### src/rtl/sys_ctrl_tx.sv
// Transmit-side controller: serialises RF (1 byte) / ALU (2 bytes, LSB first) results into UART_TX.
// Latency: valid -> TX_D_VLD 2 cycles; backpressure via TX_BUSY, overflow is sticky in ovf.
// Optional one-deep pending slot enabled by SYS_CTRL_TX_PEND_EN.
module sys_ctrl_tx #(
    parameter int DATA_WIDTH    = 8,
    parameter int ALU_OUT_WIDTH = 16
) (
    input  logic                     clk,
    input  logic                     reset,
    input  logic [DATA_WIDTH-1:0]    RdData,
    input  logic                     RdData_Valid,
    input  logic [ALU_OUT_WIDTH-1:0] ALU_OUT,
    input  logic                     OUT_VALID,
    input  logic                     TX_BUSY,
    output logic [DATA_WIDTH-1:0]    TX_P_DATA,
    output logic                     TX_D_VLD,
    output logic                     ctrl_busy,
    output logic                     ovf
);

    typedef enum logic [1:0] {IDLE, SEND, BUSY_HI, BUSY_LO} state_t;

`ifdef SYS_CTRL_TX_PEND_EN
    localparam bit PEND_EN = 1'b1;
`else
    localparam bit PEND_EN = 1'b0;
`endif

    state_t                   r_state, w_state_nxt;
    logic [ALU_OUT_WIDTH-1:0] r_buf, w_buf_nxt;
    logic [1:0]               r_cnt, w_cnt_nxt;
    logic                     r_pend_vld, w_pend_vld_nxt;
    logic                     r_pend_alu, w_pend_alu_nxt;
    logic [ALU_OUT_WIDTH-1:0] r_pend_dat, w_pend_dat_nxt;
    logic [DATA_WIDTH-1:0]    r_tx_dat, w_tx_dat_nxt;
    logic                     r_tx_vld, w_tx_vld_nxt;
    logic                     r_busy;
    logic                     r_ovf, w_ovf_nxt;
    logic                     w_rf_extra, w_alu_extra;
    logic [ALU_OUT_WIDTH-1:0] w_rd_ext;

    assign w_rd_ext    = {{(ALU_OUT_WIDTH-DATA_WIDTH){1'b0}}, RdData};
    // Results that cannot be started now: anything while active, or the ALU half of a tie.
    assign w_rf_extra  = RdData_Valid && (r_state != IDLE);
    assign w_alu_extra = OUT_VALID && ((r_state != IDLE) || RdData_Valid);

    always_comb begin
        w_state_nxt    = r_state;
        w_buf_nxt      = r_buf;
        w_cnt_nxt      = r_cnt;
        w_pend_vld_nxt = r_pend_vld;
        w_pend_alu_nxt = r_pend_alu;
        w_pend_dat_nxt = r_pend_dat;
        w_tx_dat_nxt   = r_tx_dat;
        w_tx_vld_nxt   = 1'b0;
        w_ovf_nxt      = r_ovf;

        case (r_state)
            IDLE: begin
                if (RdData_Valid) begin
                    w_buf_nxt   = w_rd_ext;
                    w_cnt_nxt   = 2'd1;
                    w_state_nxt = SEND;
                end else if (OUT_VALID) begin
                    w_buf_nxt   = ALU_OUT;
                    w_cnt_nxt   = 2'd2;
                    w_state_nxt = SEND;
                end
            end
            SEND: begin
                if (!TX_BUSY) begin
                    w_tx_dat_nxt = r_buf[DATA_WIDTH-1:0];
                    w_tx_vld_nxt = 1'b1;
                    w_state_nxt  = BUSY_HI;
                end
            end
            BUSY_HI: begin
                if (TX_BUSY) begin
                    w_state_nxt = BUSY_LO;
                end
            end
            BUSY_LO: begin
                if (!TX_BUSY) begin
                    if (r_cnt > 2'd1) begin
                        w_buf_nxt   = r_buf >> DATA_WIDTH;
                        w_cnt_nxt   = r_cnt - 2'd1;
                        w_state_nxt = SEND;
                    end else if (PEND_EN && r_pend_vld) begin
                        w_buf_nxt      = r_pend_dat;
                        w_cnt_nxt      = r_pend_alu ? 2'd2 : 2'd1;
                        w_pend_vld_nxt = 1'b0;
                        w_state_nxt    = SEND;
                    end else begin
                        w_state_nxt = IDLE;
                    end
                end
            end
            default: w_state_nxt = IDLE;
        endcase

        // Slot freed by the dequeue above may be refilled on the same edge.
        if (w_rf_extra) begin
            if (PEND_EN && !w_pend_vld_nxt) begin
                w_pend_vld_nxt = 1'b1;
                w_pend_alu_nxt = 1'b0;
                w_pend_dat_nxt = w_rd_ext;
            end else begin
                w_ovf_nxt = 1'b1;
            end
        end
        if (w_alu_extra) begin
            if (PEND_EN && !w_pend_vld_nxt) begin
                w_pend_vld_nxt = 1'b1;
                w_pend_alu_nxt = 1'b1;
                w_pend_dat_nxt = ALU_OUT;
            end else begin
                w_ovf_nxt = 1'b1;
            end
        end
    end

    always_ff @(posedge clk or negedge reset) begin
        if (!reset) begin
            r_state    <= IDLE;
            r_buf      <= '0;
            r_cnt      <= '0;
            r_pend_vld <= 1'b0;
            r_pend_alu <= 1'b0;
            r_pend_dat <= '0;
            r_tx_dat   <= '0;
            r_tx_vld   <= 1'b0;
            r_busy     <= 1'b0;
            r_ovf      <= 1'b0;
        end else begin
            r_state    <= w_state_nxt;
            r_buf      <= w_buf_nxt;
            r_cnt      <= w_cnt_nxt;
            r_pend_vld <= w_pend_vld_nxt;
            r_pend_alu <= w_pend_alu_nxt;
            r_pend_dat <= w_pend_dat_nxt;
            r_tx_dat   <= w_tx_dat_nxt;
            r_tx_vld   <= w_tx_vld_nxt;
            r_busy     <= (w_state_nxt != IDLE);
            r_ovf      <= w_ovf_nxt;
        end
    end

    assign TX_P_DATA = r_tx_dat;
    assign TX_D_VLD  = r_tx_vld;
    assign ctrl_busy = r_busy;
    assign ovf       = r_ovf;

endmodule

### config.mk
export PLATFORM = sky130hd
export DESIGN_NAME = sys_ctrl_tx
export DESIGN_NICKNAME = d
export VERILOG_FILES = /design/src/rtl/sys_ctrl_tx.sv
export SDC_FILE = /design/constraint.sdc
export NUM_CORES = 1
export LEC_CHECK = 0
export ABC_AREA = 1
export CORE_ASPECT_RATIO = 0.9
export CORE_MARGIN = 1
export CORE_UTILIZATION = 45
export DETAILED_ROUTE_END_ITERATION = 12
export GPL_ROUTABILITY_DRIVEN = 1
export PLACE_DENSITY_LB_ADDON = 0.1
export SYNTH_ARGS = -nofsm -noshare
export SYNTH_HDL_FRONTEND = slang
export SYNTH_SLANG_ARGS = --single-unit
### constraint.sdc
create_clock -name clk -period 1.9 [get_ports clk]
set_input_delay 0.57 -clock clk [delete_from_list [all_inputs] [get_ports clk]]
set_output_delay 0.57 -clock clk [all_outputs]
set_load 0.005 [all_outputs]
== Word-level counts from Yosys, hierarchy flattened ==
Index checks and enable logic that the tools add are counted.

* Output and inout port bits: 11
* Input bits: 29
* Flip-flop bits (word level): 31
* Logic and storage cells: 47

* Muxes and demuxes: 21
* Add/subtract/negate cells: 1
* Bitwise gates (word level): 1
* Equal/unequal tests: 6
* Reductions and logical operators: 10
* Magnitude comparators: 1

{| class="wikitable"
|+ Operator list
! kind !! count
|-
| $mux W16 || 4
|-
| $pmux W16 S2 || 1
|-
| $mux W2 || 9
|-
| $pmux W2 S4 || 1
|-
| $reduce_bool A2 Y1 || 4
|-
| $mux W1 || 5
|-
| $eq A2 B2 Y1 const B || 2
|-
| $ne A2 B2 Y1 const B || 2
|-
| $pmux W2 S2 || 1
|-
| $reduce_and A4 Y1 || 1
|-
| $ne A3 B3 Y1 const B || 1
|-
| $eq A2 B1 Y1 const B || 1
|-
| $gt A2 B1 Y1 const B || 1
|-
| $logic_and A1 B1 Y1 || 2
|-
| $logic_not A2 Y1 || 1
|-
| $reduce_and A2 Y1 || 1
|-
| $sub A2 B1 Y2 const B || 1
|-
| $logic_or A1 B1 Y1 || 1
|-
| $not A1 Y1 || 1
|}

== Logic depth before layout (Yosys ltp) ==
Gate-level depths: netlist of run 1.

* Word-level depth: 5
* Depth in mapped cells: 9
* Gate-level depth less buffers: 8

== Least setup slack after synthesis of run 1 ==
Ideal clock, no wire load.

* Kind: flip-flop to flip-flop
* From: reg r_cnt[0]
* To: reg r_cnt[0]
* Arrival time: 1.248 ns
* Cell stages (with the launch flop): 9
* Period minus slack after synthesis: 1.365 ns
* Buffers on the path: 1
* Required time: 1.783 ns
* Setup time: 0.117 ns
* Setup slack: 0.535 ns
* Cell sequence: dfrtp_1 -> ha_1 -> inv_1 -> nand2_1 -> o21ai_4 -> nand2_4 -> buf_6 -> nand2_1 -> nand2_1

* Cells in the longest elaborated chain, start to end: 4
* Elaborated cells on any way between the ends: 7
* Classes of those cells: add/sub: 1; order compare: 1; eq/ne: 1; mux: 3; reduce/logical: 1

{| class="wikitable"
|+ RTL lines
! element !! line !! source
|-
| from (decl) || 31 || <nowiki>logic [1:0] r_cnt, w_cnt_nxt;</nowiki>
|-
| from (signal assigned) || 137 || <nowiki>r_cnt <= w_cnt_nxt;</nowiki>
|-
| $sub A2 B1 Y2 || 86 || <nowiki>w_cnt_nxt = r_cnt - 2'd1;</nowiki>
|-
| $mux W2 || 84 || <nowiki>if (r_cnt > 2'd1) begin</nowiki>
|-
| $mux W2 || 83 || <nowiki>if (!TX_BUSY) begin</nowiki>
|-
| $pmux W2 S2 || 58 || <nowiki>case (r_state)</nowiki>
|}

Parallel ways exist; a longest one is shown, timed or not. The select of a mux whose other input is x is not followed.
A chain may end at the register's enable or synchronous reset.

== Worst setup path in the final report of run 1 ==
* From: reg r_ovf (netlist: ovf)
* To: out ovf

{| class="wikitable"
|+ RTL lines
! element !! line !! source
|-
| from (decl) || 38 || <nowiki>logic r_ovf, w_ovf_nxt;</nowiki>
|-
| from (signal assigned) || 144 || <nowiki>r_ovf <= w_ovf_nxt;</nowiki>
|-
| to (decl) || 18 || <nowiki>output logic ovf</nowiki>
|}

No word-level cell between the ends.

==> impl_metrics.csv, run 1 <==
group,metric,value,unit
yosys,yosys.cell_types.count,17,
critical_path,crit_buf_inv,1,
global_routing,grt_pass1_wl,5990,um
critical_path,path_class,"reg -> out",
sta,clock.fmax,590,MHz
floorplan,rows,19,
clocking,cts_tree,"yes",
route,drt-total-wl,3420,um
route,vias_per_cell,4.71,
clocking,cts_setup_buffers,0,
yosys,yosys-top-cells-count,"nand2_1, dfrtp_1, nand3_1",
critical_path,crit_family,"buffers and inverters",
floorplan,num_io_pins,40,
yosys,ys_async_sr_fraction,100,%
status,status,"finished clean",
critical_path,cp_cell_sequence,"clkdlybuf4s50_1",
pwr,p_leak,1.14,nW
global_routing,grt_max_degree,32,
route,ant_nets,0,
sta,hold_viol,0,
yosys,yosysSeqAreaShare,50.0,%
finish,area_delta_synth_final,39.0,%
yosys,yosysMostFrequentCell,"nand2_1",
route,drc,0,
floorplan,core-area,3160,sq um
critical_path,critPathMaxFanout,2,
sta,period_minus_slack,1700,ps
placement,dp_hpwl,2450,um
clocking,clkSinkCount,31,
sta,period_share,89.2,%
clocking,hold_buffers,0,
clocking,cts_max_path_buffers,2,
yosys,yosysTopAreaCellShare,50.0,%
yosys,yosys.area.top_type,"dfrtp_1",
clocking,clk_pin_slew,70,ps
yosys,syn_inst,217,
clocking,cts-htree-levels,2,
floorplan,dieArea,3680,sq um
worst_hold_path,hold_class,"reg -> reg",
pwr,ir_drop,755,uV
placement,gp_congestion,0.777,
global_routing,overflow,0,
yosys,syn-num-nets,247,
global_routing,antenna_found_initial,0,
floorplan,die_y,57.7,um
route,drtIter0Drc,31,
clocking,clk_latency,280,ps
finish,drive_gt1_share,8.27,%
job,max_cap_violations,0,
sta,fin_setup_tns,0,ps
sta,rsz0062_at_grt,"false",
critical_path,worst_path_max_delay_cell,"clkdlybuf4s50_1",
sta,tightest_slew,401,ps
pwr,power_density,1340,nW/um^2
yosys,ys_ff_latch,31,
critical_path,critPathRequiredTime,1330,ps
clocking,cts_buffers,5,
sta,relSlewSlack,73.3,%
global_routing,grt_usage,21.4,%
route,firstDrtPassIters,4,
finish,n_antenna_cell,0,
sta,fin_skew,8.46,ps
clocking,cts_resized,0,
placement,io_buffers,39,
yosys,synth_edf_count,0,
global_routing,grt_pass1_vias,1383,
sta,drv_slew,0,
yosys,yosys-top-cells-area,"dfrtp_1, nand2_1, nand3_1",
yosys,synth_area,1550,sq um
yosys,yosys_warnings,0,
sta,setup_viol,0,
critical_path,crit_path_max_incr_delay,500,ps
critical_path,cp.arrival,1130,ps
sta,worst_slack,205,ps
yosys,synth-main-ff-cell,"dfrtp_1",
yosys,syn_avg_cell_area,7.14,sq um
floorplan,die_w,63.9,um
critical_path,worst_setup_path_end_kind,"primary output",
route,num_vias,1450,
finish,layout.nets,295,
clocking,cts_root_buf,"clkbuf_8",
placement,dp_slack,42.4,ps
route,wl_per_cell,11.1,um
floorplan,start_util,49.0,%
critical_path,startpoint_type,"flop",
worst paths after layout:
| check | depth (start not counted) | start | slack [ps] | endpoint |
|---|---|---|---|---|
| max | 1 | ovf | 200 | ovf |
| max in group asynchronous | 2 | reset | 920 | TX_P_DATA[2] |
| min reg2reg | 2 | ovf | 460 | ovf |
| min in group asynchronous | 2 | reset | 680 | r_buf[13] |
| max reg2reg | 8 | r_cnt[1] | 430 | r_cnt[0] |
| min | 2 | ovf | 460 | ovf |
per-layer routing:
layer,wire length [um],part of all wire (%),track usage [%],up-vias
li1,-,-,-,762
met1,1650,48,27.1,653
met2,1590,46,36.5,31
met3,156,4.6,5.71,4
met4,30,0.88,5.84,0
met5,0,0,0,-
power by group:
part / total, mW / internal [mW] / switching [mW]
Sequential: 1.05 / 0.902 / 0.144
Combinational: 1.17 / 0.507 / 0.658
Clock: 0.667 / 0.424 / 0.243
cells by family after synthesis:
logic type	Yosys count	synth area share, %
AND/OR/NAND/NOR	161	41.2
flip-flops	31	50.0
buffers and inverters	18	5.25
AO/OA/AOI/OAI	6	2.66
adder cells (fa/ha/maj)	1	0.807
layout by cell type (no fill, tap or decap), types with 3 or more instances in the layout:
| cell | count |
|---|---|
| clkbuf_8 | 6 |
| inv_1 | 6 |
| clkdlybuf4s50_1 | 39 |
| nor2_1 | 12 |
| nand3_1 | 20 |
| dfrtp_1 | 31 |
| buf_4 | 9 |
| o21ai_0 | 4 |
| clkinv_1 | 3 |
| nand2_1 | 127 |
sequential cells by signal, indices dropped and copies added (netlist names):
register   flops
TX_D_VLD       1
r_cnt          2
ctrl_busy      1
TX_P_DATA      8
r_state        2
r_buf         16
ovf            1
metrics by stage:
stage / instances / power, mW / util, % / hold slack (ps) / cell area [sq um]
after floorplan: 217 / 1.76 / - / 274 / 1550
after global placement: 300 / 2.21 / 64.4 / 442 / 2040
after detailed placement: 300 / 2.23 / 64.4 / 455 / 2040
after CTS: 308 / 2.91 / 68.1 / 470 / 2150
after global routing: 308 / 3.10 / 68.1 / 495 / 2150
final: 308 / 2.88 / 68.1 / 464 / 2150
final cells by class:
class	instances	area [sq um]
Fill cell	277	1010
Sequential cell	31	776
Multi-Input combinational cell	168	693
Timing Repair Buffer	49	478
Clock buffer	6	82.6
Tap cell	42	52.6
Inverter	10	37.5
Clock inverter	2	35.0
Note: power is estimated with default switching activity, not from simulation.
==> inputs of run 2 (changes only) <==
- CTS_BUF_LIST: default -> sky130_fd_sc_hd__clkbuf_4
- GPL_TIMING_DRIVEN: default -> 0
==> impl_metrics.csv, run 2 (synthesized netlist as in run 1, its figures left out) <==
group,metric,value,unit
floorplan,die_w,63.9,um
placement,gp_congestion,0.800,
critical_path,worstReg2RegStart,"r_cnt[0]",
finish,regMostFlops,"r_buf",
critical_path,worst_setup_path_end_kind,"flop",
clocking,clk_latency,330,ps
pwr,combPwrFrac,44.9,%
placement,dpl.cell_count,298,
global_routing,grt_pass1_wl,6130,um
sta,period_share,93.6,%
critical_path,crit_path_frequent_cell,"nand2_1",
clocking,cts-htree-levels,2,
route,drt-total-wl,3490,um
route,vias_per_cell,4.78,
pwr,pwr-share-clk,14.6,%
critical_path,critPathRequiredTime,2120,ps
route,firstDrtPassIters,4,
global_routing,grt_usage,21.8,%
critical_path,crit_buf_inv,3,
floorplan,rows,19,
sta,setup_viol,0,
finish,layout.nets,293,
route,ant_nets,0,
route,drc,0,
status,status,"finished clean",
placement,io_buffers,39,
route,drtIter0Drc,69,
finish,final_common_cell,"nand2_1",
pwr,power_density,1250,nW/um^2
finish,layout_common_cells,"nand2_1, clkdlybuf4s50_1, dfrtp_1",
sta,hold_viol,0,
critical_path,cp.arrival,2000,ps
clocking,cts_buffers,5,
sta,rsz0062_at_grt,"false",
worst_hold_path,hold_class,"in -> async",
placement,dp_slack,-307,ps
critical_path,path_class,"in -> reg",
critical_path,r2r_slack,340,ps
pwr,ir_drop,874,uV
placement,post_dp_cell_area,1990,sq um
pwr,switching_power,1.03,mW
critical_path,crit_path_max_incr_delay,560,ps
critical_path,r2r_cells,8,
clocking,cts_max_path_buffers,2,
job,max_cap_violations,0,
sta,fin_skew,7.87,ps
sta,fin_setup_tns,0,ps
critical_path,startpoint_type,"input pin",
route,wl_per_cell,11.4,um
sta,tightest_slew,688,ps
floorplan,dieArea,3680,sq um
pwr,p_leak,1.09,nW
clocking,clk_pin_slew,100,ps
route,num_vias,1463,
critical_path,worstReg2RegEnd,"r_cnt[0]",
finish,fin_cells,306,
critical_path,crit_family,"buffers and inverters",
pwr,p_total,2.55,mW
placement,dp_hpwl,2570,um
finish,n_fill_cell,285,
global_routing,grt_max_degree,32,
global_routing,overflow,0,
sta,worst_slack,123,ps
floorplan,num_io_pins,40,
pwr,p_seq_share,40.5,%
pwr,p_int,1.53,mW
finish,fin_area,2050,sq um
critical_path,cp_cell_sequence,"clkdlybuf4s50_1 > clkinvlp_4 > clkbuf_2 > nand2_1 > nand2_1 > nand2_1 > nand2_1 > nand3_1 > nand2_1",
critical_path,worst_path_max_delay_cell,"clkdlybuf4s50_1",
finish,area_delta_synth_final,32.0,%
global_routing,grt_pass1_vias,1453,
sta,drv_slew,0,
sta,period_minus_slack,1780,ps
sta,relSlewSlack,54.2,%
floorplan,core-area,3160,sq um
pwr,switching_share,40.3,%
sta,clock.fmax,563,MHz
clocking,cts_root_buf,"clkbuf_4",
finish,n_antenna_cell,0,
clocking,cts_tree,"yes",
finish,drive_gt1_share,6.44,%
floorplan,start_util,49.0,%
global_routing,antenna_found_initial,0,
floorplan,die_y,57.7,um
finish,largest_reg_flops,16,
clocking,clkSinkCount,31,
critical_path,critPathMaxFanout,10,
==> run 2: cell types whose count changed in the layout (fill, tap and decap cells not counted), moves of 3 or more <==
cell / change
buf_2: +3
clkbuf_1: +3
buf_4: -8
clkbuf_4: +6
clkbuf_8: -6
==> run 2: power by group through the flow <==
stage	registers, mW	logic [mW]	clock network (mW)
final	1.03	1.15	0.373
after global routing	1.06	1.30	0.409
after CTS	1.04	1.15	0.376
after detailed placement	1.05	1.15	0
after global placement	1.04	1.13	0
after floorplan	1.03	0.734	0
==> run 2: stage by stage <==
step,hold slack [ps],utilization [%]
2_1_floorplan,274,-
3_3_place_gp,446,63.0
3_5_place_dp,454,62.9
4_1_cts,295,64.5
5_1_grt,320,64.7
6_report,271,64.7
==> run 2: worst max-delay path by stage <==
stage,depth (start not counted),from,end
after floorplan,8,r_cnt[0],r_cnt[0]
after global placement,1,reset,r_buf[7]
after detailed placement,9,RdData_Valid,r_buf[7]
after CTS,9,RdData_Valid,r_buf[7]
after global routing,8,RdData_Valid,r_buf[5]
final,9,RdData_Valid,r_buf[7]
==> run 2: routing by layer <==
layer / up-vias / GRT usage (%) / share of wire (%) / wire (um)
met5: - / 0 / 0 / 0
met4: 0 / 8.12 / 1.5 / 51
met3: 9 / 5.51 / 6.6 / 231
met2: 41 / 36.3 / 45 / 1580
met1: 657 / 27.7 / 47 / 1630
li1: 756 / - / - / -
==> run 2: area by class of cell <==
class,instances,area [sq um],share of cell area [%]
Multi-Input combinational cell,168,693,33.9
Sequential cell,31,776,37.9
Buffer,8,45.0,2.20
Clock buffer,6,45.0,2.20
Clock inverter,2,7.51,0.367
Tap cell,42,52.6,2.57
Timing Repair Buffer,39,385,18.8
Inverter,10,41.3,2.02
==> run 2: timing repair <==
action	4_1_cts	5_1_grt
gates resized for setup	0	3
buffers inserted	0	0
endpoints found under the setup margin	0	1
hold buffers	0	0
endpoints found under the hold margin	0	0
==> inputs of run 3 (changes only) <==
- CORE_ASPECT_RATIO: 0.9 -> 0.75
- SKIP_CTS_REPAIR_TIMING: default -> 1
- SKIP_LAST_GASP: default -> 1
==> impl_metrics.csv, run 3 (synthesized netlist as in run 1, its figures left out) <==
group,metric,value,unit
status,status,"finished clean",
clocking,clkSinkCount,31,
route,num_vias,1463,
floorplan,rows,18,
critical_path,path_class,"in -> reg",
finish,fin_cells,304,
clocking,cts_buffers,5,
global_routing,grt_pass1_wl,6220,um
placement,io_buffers,39,
route,ant_nets,0,
sta,relSlewSlack,54.2,%
clocking,cts_root_buf,"clkbuf_4",
critical_path,worstReg2RegEnd,"r_buf[12]",
sta,clock.fmax,567,MHz
global_routing,overflow,0,
global_routing,grt_pass1_vias,1462,
floorplan,start_util,47.1,%
sta,hold_viol,0,
placement,dp_hpwl,2450,um
pwr,ir_drop,694,uV
finish,layout_common_cells,"nand2_1, clkdlybuf4s50_1, dfrtp_1",
finish,layout.nets,293,
critical_path,critPathRequiredTime,2130,ps
route,drt-total-wl,3400,um
clocking,cts_tree,"yes",
critical_path,worstReg2RegStart,"r_cnt[0]",
route,drtIter0Drc,60,
critical_path,startpoint_type,"input pin",
route,wl_per_cell,11.2,um
pwr,power_density,1300,nW/um^2
global_routing,grt_usage,21.9,%
critical_path,r2r_cells,8,
floorplan,die_w,69.8,um
floorplan,dieArea,3690,sq um
finish,final_common_cell,"nand2_1",
placement,dpl.cell_count,296,
global_routing,antenna_found_initial,0,
route,drc,0,
critical_path,r2r_slack,330,ps
pwr,p_total,2.68,mW
clocking,clk_latency,330,ps
placement,gp_congestion,0.775,
critical_path,critPathMaxFanout,10,
route,firstDrtPassIters,5,
floorplan,die_y,52.8,um
worst_hold_path,hold_class,"in -> async",
critical_path,cp.arrival,1990,ps
route,vias_per_cell,4.81,
sta,whs,270,ps
sta,setup_viol,0,
finish,largest_reg_flops,16,
finish,n_antenna_cell,0,
job,max_cap_violations,0,
clocking,clk_pin_slew,100,ps
sta,drv_slew,0,
finish,area_delta_synth_final,33.3,%
sta,fin_setup_tns,0,ps
sta,tightest_slew,687,ps
clocking,cts_max_path_buffers,2,
global_routing,grt_max_degree,32,
finish,regMostFlops,"r_buf",
sta,fin_skew,6.76,ps
pwr,p_leak,1.10,nW
floorplan,core-area,3290,sq um
clocking,cts-htree-levels,2,
critical_path,worst_setup_path_end_kind,"flop",
finish,drive_gt1_share,6.82,%
sta,period_share,92.8,%
floorplan,num_io_pins,40,
sta,period_minus_slack,1760,ps
sta,rsz0062_at_grt,"false",
[run 3: changes by cell type in the layout (fill, tap and decap cells not counted), sizes merged]
cell    previous run  this run
bufinv             0         1
clkbuf            10         9
[run 3: critical path, cell delays in order]
cell	delay [ps]
clkdlybuf4s50_1	560
clkinvlp_4	230
clkbuf_2	250
nand2_1	90
nand2_1	50
nand2_1	50
nand2_1	60
nand3_1	70
nand2_1	50
[run 3: area by class of cell]
type | instances | area (sq um)
fill | 318 | 1220
sequential | 31 | 776
multi-input combinational | 168 | 693
timing repair buffer | 39 | 385
tap | 40 | 50.0
buffer | 8 | 45.0
inverter | 10 | 41.3
clock inverter | 3 | 38.8
clock buffer | 5 | 37.5
[run 3: power by group]
part / internal [mW] / leakage (nW) / switching, mW
combinational: 0.478 / 0.663 / 0.672
sequential: 0.899 / 0.393 / 0.131
clock: 0.270 / 0.0426 / 0.229
total: 1.65 / 1.10 / 1.03
[run 3: how the worst max path moves through the flow]
stage / from / to / slack, ps / cells past startpoint
floorplan: r_cnt[0] / r_cnt[0] / 540 / 8
global placement: reset / TX_P_DATA[6] / -340 / 1
detailed placement: RdData_Valid / r_buf[7] / -300 / 9
CTS: RdData_Valid / r_buf[7] / 70 / 9
global route: RdData_Valid / r_buf[7] / 20 / 8
finish: RdData_Valid / r_buf[7] / 140 / 9
[run 3: stage by stage]
step / utilization (%) / setup WS, ps / instance area, sq um
after detailed placement: 60.4 / -297 / 1990
final: 62.9 / 137 / 2070
after floorplan: - / 535 / 1550
after CTS: 62.7 / 65.1 / 2060
after global placement: 60.5 / -341 / 1990
after global routing: 62.9 / 20.4 / 2070
[run 3: per-layer routing]
| metal | GRT usage (%) | wire [um] | vias up |
|---|---|---|---|
| li1 | - | - | 760 |
| met1 | 27.2 | 1700 | 661 |
| met2 | 37.5 | 1490 | 33 |
| met3 | 5.00 | 171 | 9 |
| met4 | 9.00 | 36 | 0 |
| met5 | 0 | 0 | - |
